**config.mk**
```make
export PLATFORM = sky130hd
export DESIGN_NAME = mult_div_unit
export DESIGN_NICKNAME = d
export VERILOG_FILES = /design/src/rtl/mult_div_unit.sv
export SDC_FILE = /design/constraint.sdc
export NUM_CORES = 1
export LEC_CHECK = 0
export ABC_AREA = 1
export CAP_MARGIN = 20
export CORE_ASPECT_RATIO = 2
export CORE_MARGIN = 1
export CORE_UTILIZATION = 45
export CTS_BUF_LIST = sky130_fd_sc_hd__clkbuf_8
export CTS_CLUSTER_DIAMETER = 80
export DETAILED_ROUTE_END_ITERATION = 8
export PLACE_DENSITY = 0.7
export SLEW_MARGIN = 5
export SYNTH_ARGS = -nofsm -noshare
export SYNTH_HDL_FRONTEND = slang
export SYNTH_SLANG_ARGS = --single-unit
```
**constraint.sdc**
```tcl
create_clock -name clk -period 5.85 [get_ports clk]
set_clock_uncertainty 0.1 [all_clocks]
set_input_delay 1.17 -clock clk [delete_from_list [all_inputs] [get_ports clk]]
set_output_delay 1.17 -clock clk [all_outputs]
set_load 0.01 [all_outputs]
```
**src/rtl/mult_div_unit.sv**
```systemverilog
// Multicycle signed multiply (radix-2 Booth) / restoring divide unit feeding HI/LO.
// Optional MD_UNSIGNED_EN adds is_unsigned for MULTU/DIVU with unchanged latency.
module mult_div_unit #(
    parameter int WIDTH = 32
) (
    input  logic             clk,
    input  logic             reset,
    input  logic             start,
    input  logic             div_mult,
    input  logic [WIDTH-1:0] a,
    input  logic [WIDTH-1:0] b,
`ifdef MD_UNSIGNED_EN
    input  logic             is_unsigned,
`endif
    output logic             busy,
    output logic             done,
    output logic [WIDTH-1:0] hi_out,
    output logic [WIDTH-1:0] lo_out,
    output logic             div_zero,
    output logic [1:0]       state_dbg
);
    // Handshake: start is taken only in IDLE with done low; busy stays high until
    // the cycle done pulses, and hi_out/lo_out change only on that edge.
    typedef enum logic [1:0] {IDLE = 2'd0, MULT = 2'd1, DIV = 2'd2, FINISH = 2'd3} state_t;
    localparam int CW = $clog2(WIDTH + 1);

    state_t           state_q, state_d;
    logic [CW-1:0]    cnt_q;
    logic [WIDTH:0]   hi_q;
    logic [WIDTH-1:0] lo_q, mcand_q, corr_q;
    logic             q1_q, op_div_q, zero_q, neg_q_q, neg_r_q;

    logic             uns, accept, b_zero, a_neg, b_neg;
    logic [WIDTH-1:0] a_mag, b_mag, corr_d;
    logic [WIDTH:0]   mcand_ext, booth_sum, shifted;
    logic [WIDTH+1:0] diff;
    logic [WIDTH-1:0] rem_res, quo_res, mul_hi;

`ifdef MD_UNSIGNED_EN
    assign uns = is_unsigned;
`else
    assign uns = 1'b0;
`endif

    assign accept    = (state_q == IDLE) && start && !done;
    assign b_zero    = (b == '0);
    assign a_neg     = !uns && a[WIDTH-1];
    assign b_neg     = !uns && b[WIDTH-1];
    assign a_mag     = a_neg ? -a : a;
    assign b_mag     = b_neg ? -b : b;
    // Booth always runs signed; unsigned products get these raw-operand terms added to HI.
    assign corr_d    = uns ? ((a[WIDTH-1] ? b : '0) + (b[WIDTH-1] ? a : '0)) : '0;
    assign busy      = (state_q != IDLE);
    assign state_dbg = state_q;

    always_comb begin
        mcand_ext = {mcand_q[WIDTH-1], mcand_q};
        booth_sum = hi_q;
        case ({lo_q[0], q1_q})
            2'b01:   booth_sum = hi_q + mcand_ext;
            2'b10:   booth_sum = hi_q - mcand_ext;
            default: booth_sum = hi_q;
        endcase
        shifted = {hi_q[WIDTH-1:0], lo_q[WIDTH-1]};
        diff    = {1'b0, shifted} - {2'b00, mcand_q};
        rem_res = neg_r_q ? -hi_q[WIDTH-1:0] : hi_q[WIDTH-1:0];
        quo_res = neg_q_q ? -lo_q : lo_q;
        mul_hi  = hi_q[WIDTH-1:0] + corr_q;
    end

    always_comb begin
        state_d = state_q;
        case (state_q)
            IDLE: begin
                if (accept) begin
                    if (div_mult && b_zero) state_d = FINISH;
                    else if (div_mult)      state_d = DIV;
                    else                    state_d = MULT;
                end
            end
            MULT, DIV: begin
                if (cnt_q == CW'(1)) state_d = FINISH;
            end
            FINISH:  state_d = IDLE;
            default: state_d = IDLE;
        endcase
    end

    always_ff @(posedge clk or negedge reset) begin
        if (!reset) state_q <= IDLE;
        else        state_q <= state_d;
    end

    always_ff @(posedge clk or negedge reset) begin
        if (!reset) begin
            cnt_q    <= '0;
            hi_q     <= '0;
            lo_q     <= '0;
            q1_q     <= 1'b0;
            mcand_q  <= '0;
            corr_q   <= '0;
            op_div_q <= 1'b0;
            zero_q   <= 1'b0;
            neg_q_q  <= 1'b0;
            neg_r_q  <= 1'b0;
            done     <= 1'b0;
            div_zero <= 1'b0;
            hi_out   <= '0;
            lo_out   <= '0;
        end else begin
            done     <= 1'b0;
            div_zero <= 1'b0;
            case (state_q)
                IDLE: begin
                    if (accept) begin
                        op_div_q <= div_mult;
                        zero_q   <= div_mult && b_zero;
                        cnt_q    <= CW'(WIDTH);
                        q1_q     <= 1'b0;
                        hi_q     <= '0;
                        corr_q   <= corr_d;
                        neg_q_q  <= a_neg ^ b_neg;
                        neg_r_q  <= a_neg;
                        // Divide keeps the dividend magnitude in lo_q and the divisor in mcand_q.
                        if (div_mult) begin
                            lo_q    <= a_mag;
                            mcand_q <= b_mag;
                        end else begin
                            lo_q    <= b;
                            mcand_q <= a;
                        end
                    end
                end
                MULT: begin
                    hi_q  <= {booth_sum[WIDTH], booth_sum[WIDTH:1]};
                    lo_q  <= {booth_sum[0], lo_q[WIDTH-1:1]};
                    q1_q  <= lo_q[0];
                    cnt_q <= cnt_q - CW'(1);
                end
                DIV: begin
                    if (diff[WIDTH+1]) begin
                        hi_q <= shifted;
                        lo_q <= {lo_q[WIDTH-2:0], 1'b0};
                    end else begin
                        hi_q <= diff[WIDTH:0];
                        lo_q <= {lo_q[WIDTH-2:0], 1'b1};
                    end
                    cnt_q <= cnt_q - CW'(1);
                end
                FINISH: begin
                    done     <= 1'b1;
                    div_zero <= zero_q;
                    if (!zero_q) begin
                        hi_out <= op_div_q ? rem_res : mul_hi;
                        lo_out <= op_div_q ? quo_res : lo_q;
                    end
                end
                default: ;
            endcase
        end
    end
endmodule

```
==> run summary <==
For the largest net degree at the start of global routing, the log shows 153. The synthesized design contains 176 register bits. Counting the buffers created by CTS gives 17. The residual antenna-violating net count after detailed routing came out at 0.

The count of boundary I/O pins was 137; the post-synthesis area per instance was 6.23 µm². The wire length after detailed routing came out at 79,200 µm. The switching share of power is 0.598. The run finished with clean final reports. The first routing iteration left 1,579 violations.

The number of H-tree branching levels is 4. The die covers 38,600 µm². The share of synthesized flip-flops with an asynchronous set or reset is 1.00. CTS saw 176 sinks. The pre-antenna-repair detailed-routing pass consisted of 7 iterations. Power consumption: 11.3 mW. In this design, the stage delay of the slowest critical-path cell is 450 ps.

The post-route standard cell area excluding fillers was 19,100 µm²; the fraction of the yosys area taken by sequential cells was 0.259. At the pin with the least slew margin, the transition time is 1120 ps. The endpoint type of the worst setup path is a register. The largest fanout on the critical path was 5; the footprint of the multi-input gates was 11,000 µm². The internal power summed over all cells is 4.55 mW, and the final global-route overflow total is 0.

The number of failing setup endpoints in the final timing report was 0; the minimum clock period was 4350 ps. The critical path starts at mcand_q[1]. Part of the power in the clock network: 0.080. For this design the ratio of total power to cell area is 593 nW/µm². The first-pass GRT wire length came out at 118,000 µm. Max-cap violations in this run came to 0. In this run the critical register-to-register path is captured at hi_q[30]. Synthesized netlist net count: 2,870. The last element of the critical path was hi_q[30].

The worst slew margin relative to its limit is 0.249, and the detail-routed via count per cell is 5.86. The signal on the critical path passes through inv_1, nand3_1, nor2_1, nand3_1, nor3_1, nand2_1, nor2_1, nand2_1, o21ai_1, xor2_1, inv_1, ha_1, nand2_1, nor2_1, nand2_1, nor2_1, nand2_1, nand3_1, nand3_1, nand2_1, nand2_1, nand2_1, nand2_1. For the clock insertion delay at the later pin of the skew report, the log shows 520 ps. The buffers inserted during post-CTS setup optimization was 0; the layout cell share with drive strength beyond 1 was 0.0355. After clock tree synthesis, the flow added hold-fix buffers numbering 0. The number of placed instances with taps included is 3,240, and the hold violation total from the final report is 0.

Counting distinct cell types in the post-synthesis netlist gives 51. The path class of the tightest hold or removal check is reg2reg. The portion of the clock cycle consumed by the worst path in the final layout was 0.743; the cell count after synthesis was 2,724. Setup repair after global routing left no endpoint under its margin. The reg2reg setup slack is 1500 ps. In this run, post-CTS repair resized a total of 0 instances. The logs give 2,948 for the final-stage net count and 37,200 µm² for the core region area.

For the starting utilization of the core area, the log shows 0.457. Root buffer selected by CTS: sky130_fd_sc_hd__clkbuf_8. The clock passes through at most 2 buffers.

The final non-filler cell total is 3,277, and the worst hold slack is 392 ps. Signal arrival time at the worst endpoint: 4640 ps. For this run, the leading register cell type out of synthesis is sky130_fd_sc_hd__dfrtp_1.

By instance count, the cell type seen most on the critical path is sky130_fd_sc_hd__nand2_1. The tools report the post-synth design cell area as 17,000 µm². The total of fill cells in the finished design is 3,894.

The length in cells of the worst reg-to-reg path was 23; the leakage power figure was 9.54 nW. Static timing analysis puts the maximum clock frequency at 230 MHz. The initialized floorplan defines 100 standard-cell rows. For the worst setup path, the data required time is 6140 ps.

For the via count, the log shows 19,213. During placement, the flow inserted port buffers numbering 136. The remaining routing DRC violations was 0. Summed over all nets, the half-perimeter wirelength after detailed placement is 61,400 µm.

The final core utilization was 0.514; the switching power was 6.77 mW. On the critical path, the stage with the largest delay is an instance of sky130_fd_sc_hd__nor2_1. The total number of yosys warnings was 0. The sequential share of power is 0.200.

TritonCTS built the clock tree. The run gives 0.720 as the fraction of power consumed by combinational cells. The layout-stage area growth over the synthesis result is 12.4%.

The final count of pins violating max slew was 0; the setup TNS after final layout was 0 ps. The worst-case IR drop observed on VDD is 0.000588 V. The run gives 3 as the number of antenna violations at the first check in global routing. The count of flip-flops with a built-in enable after synthesis came out at 0. The placer's final routability congestion estimate was 1.12; the chip width was 139 µm.

Overall routing resource usage: 0.418. The logs give 4400 µm² for the register area and 19,175 for the via count of the first global-routing pass. In this run the cell area measured after placement is 18,700 µm².

The clock slew at the register clock pins of the worst setup and hold paths is 100 ps. OpenSTA, run right after detailed placement, puts the worst setup slack at 1770 ps. The die is 277 µm tall. In the final routed layout, each cell accounts on average for 24.2 µm. The setup slack of the critical path after layout came out at 1500 ps.

The worst setup path is launched from a register. The worst register-to-register path begins at mcand_q[1]. The critical path is of the reg2reg type.
cells in the final DEF, fill, tap and decap left out, types with 19 or more instances in the layout:
cell                              count
sky130_fd_sc_hd__nand2_1            757
sky130_fd_sc_hd__inv_1              315
sky130_fd_sc_hd__nor2_1             281
sky130_fd_sc_hd__nand3_1            206
sky130_fd_sc_hd__a21oi_1            203
sky130_fd_sc_hd__o21ai_0            199
sky130_fd_sc_hd__dfrtp_1            176
sky130_fd_sc_hd__clkdlybuf4s50_1    134
sky130_fd_sc_hd__xor2_1              97
sky130_fd_sc_hd__ha_1                76
sky130_fd_sc_hd__nor3_1              38
sky130_fd_sc_hd__nand4_1             34
sky130_fd_sc_hd__o22ai_1             31
sky130_fd_sc_hd__o211ai_1            25
sky130_fd_sc_hd__o221ai_1            20
sky130_fd_sc_hd__a22oi_1             19
synthesized netlist by cell type (all sizes together), types with 3 or more instances:
master / n / area share
o221ai: 20 / 0.010
xnor2: 18 / 0.0093
o21bai: 8 / 0.0035
nor4: 15 / 0.0055
a21oi: 203 / 0.060
a22oi: 19 / 0.0084
o31ai: 13 / 0.0060
nand3: 210 / 0.063
nand4: 34 / 0.013
nor3: 43 / 0.015
o211ai: 25 / 0.011
and2: 3 / 0.0011
buf: 20 / 0.0073
xor2: 97 / 0.050
o22ai: 31 / 0.011
o21ai: 207 / 0.061
ha: 76 / 0.056
or2: 14 / 0.0052
a21o: 6 / 0.0027
a31oi: 6 / 0.0022
nor2: 287 / 0.065
clkbuf: 76 / 0.017
dfrtp: 176 / 0.26
o21a: 9 / 0.0040
inv: 322 / 0.071
nand2: 767 / 0.17
nand3b: 10 / 0.0044
how the worst min path moves through the flow:
| stage | cells past startpoint | slack, ps | to | from |
|---|---|---|---|---|
| final | 2 | 390 | mcand_q[30] | mcand_q[30] |
| after global routing | 2 | 420 | lo_out[26] | lo_out[26] |
| after CTS | 2 | 390 | mcand_q[30] | mcand_q[30] |
| after detailed placement | 2 | 370 | mcand_q[30] | mcand_q[30] |
| after global placement | 2 | 360 | neg_r_q | neg_r_q |
| after floorplan | 2 | 340 | neg_r_q | neg_r_q |
registers in the layout, indices dropped and copies added (netlist names):
register   count
hi_q          33
hi_out        32
lo_out        32
lo_q          32
mcand_q       32
cnt_q          6
state_dbg      2
div_zero       1
done           1
neg_q_q        1
neg_r_q        1
op_div_q       1
q1_q           1
zero_q         1
final cells by class:
cell class / instances / area share
clock inverter: 15 / 0.00918
inverter: 324 / 0.0637
timing repair buffer: 155 / 0.0794
sequential: 176 / 0.231
multi-input combinational: 2128 / 0.574
antenna: 3 / 0.000393
tap: 459 / 0.0301
clock buffer: 17 / 0.0123
power by group through the flow:
stage | clock network, mW | logic [mW] | registers (mW)
2_1_floorplan | 0 | 5.16 | 2.15
3_3_place_gp | 0 | 7.78 | 2.25
3_5_place_dp | 0 | 7.86 | 2.26
4_1_cts | 0.915 | 7.89 | 2.24
5_1_grt | 0.953 | 8.85 | 2.31
6_report | 0.906 | 8.16 | 2.26
worst max-delay path: cells and delay by family (launching register included):
| kind | cells | cell delay (ps) |
|---|---|---|
| adder cells (fa/ha/maj) | 1 | 360 |
| AO/OA/AOI/OAI | 1 | 160 |
| buffers and inverters | 2 | 210 |
| flip-flops | 1 | 420 |
| XOR/XNOR | 1 | 180 |
| AND/OR/NAND/NOR | 18 | 2800 |
layer usage:
layer,vias up,GRT usage,wire length [µm]
met5,-,0,24
met3,292,0.0783,5130
met4,4,0.440,9750
met1,8941,0.407,26100
met2,826,0.717,38300
li1,9150,-,-
kinds of logic after synthesis:
| family | Yosys count | synth area share |
|---|---|---|
| adder cells (fa/ha/maj) | 78 | 0.0584 |
| XOR/XNOR | 115 | 0.0593 |
| AO/OA/AOI/OAI | 552 | 0.184 |
| flip-flops | 176 | 0.259 |
| AND/OR/NAND/NOR | 1383 | 0.344 |
| buffers and inverters | 420 | 0.0957 |
No activity file was read; power rests on OpenSTA's default activity.
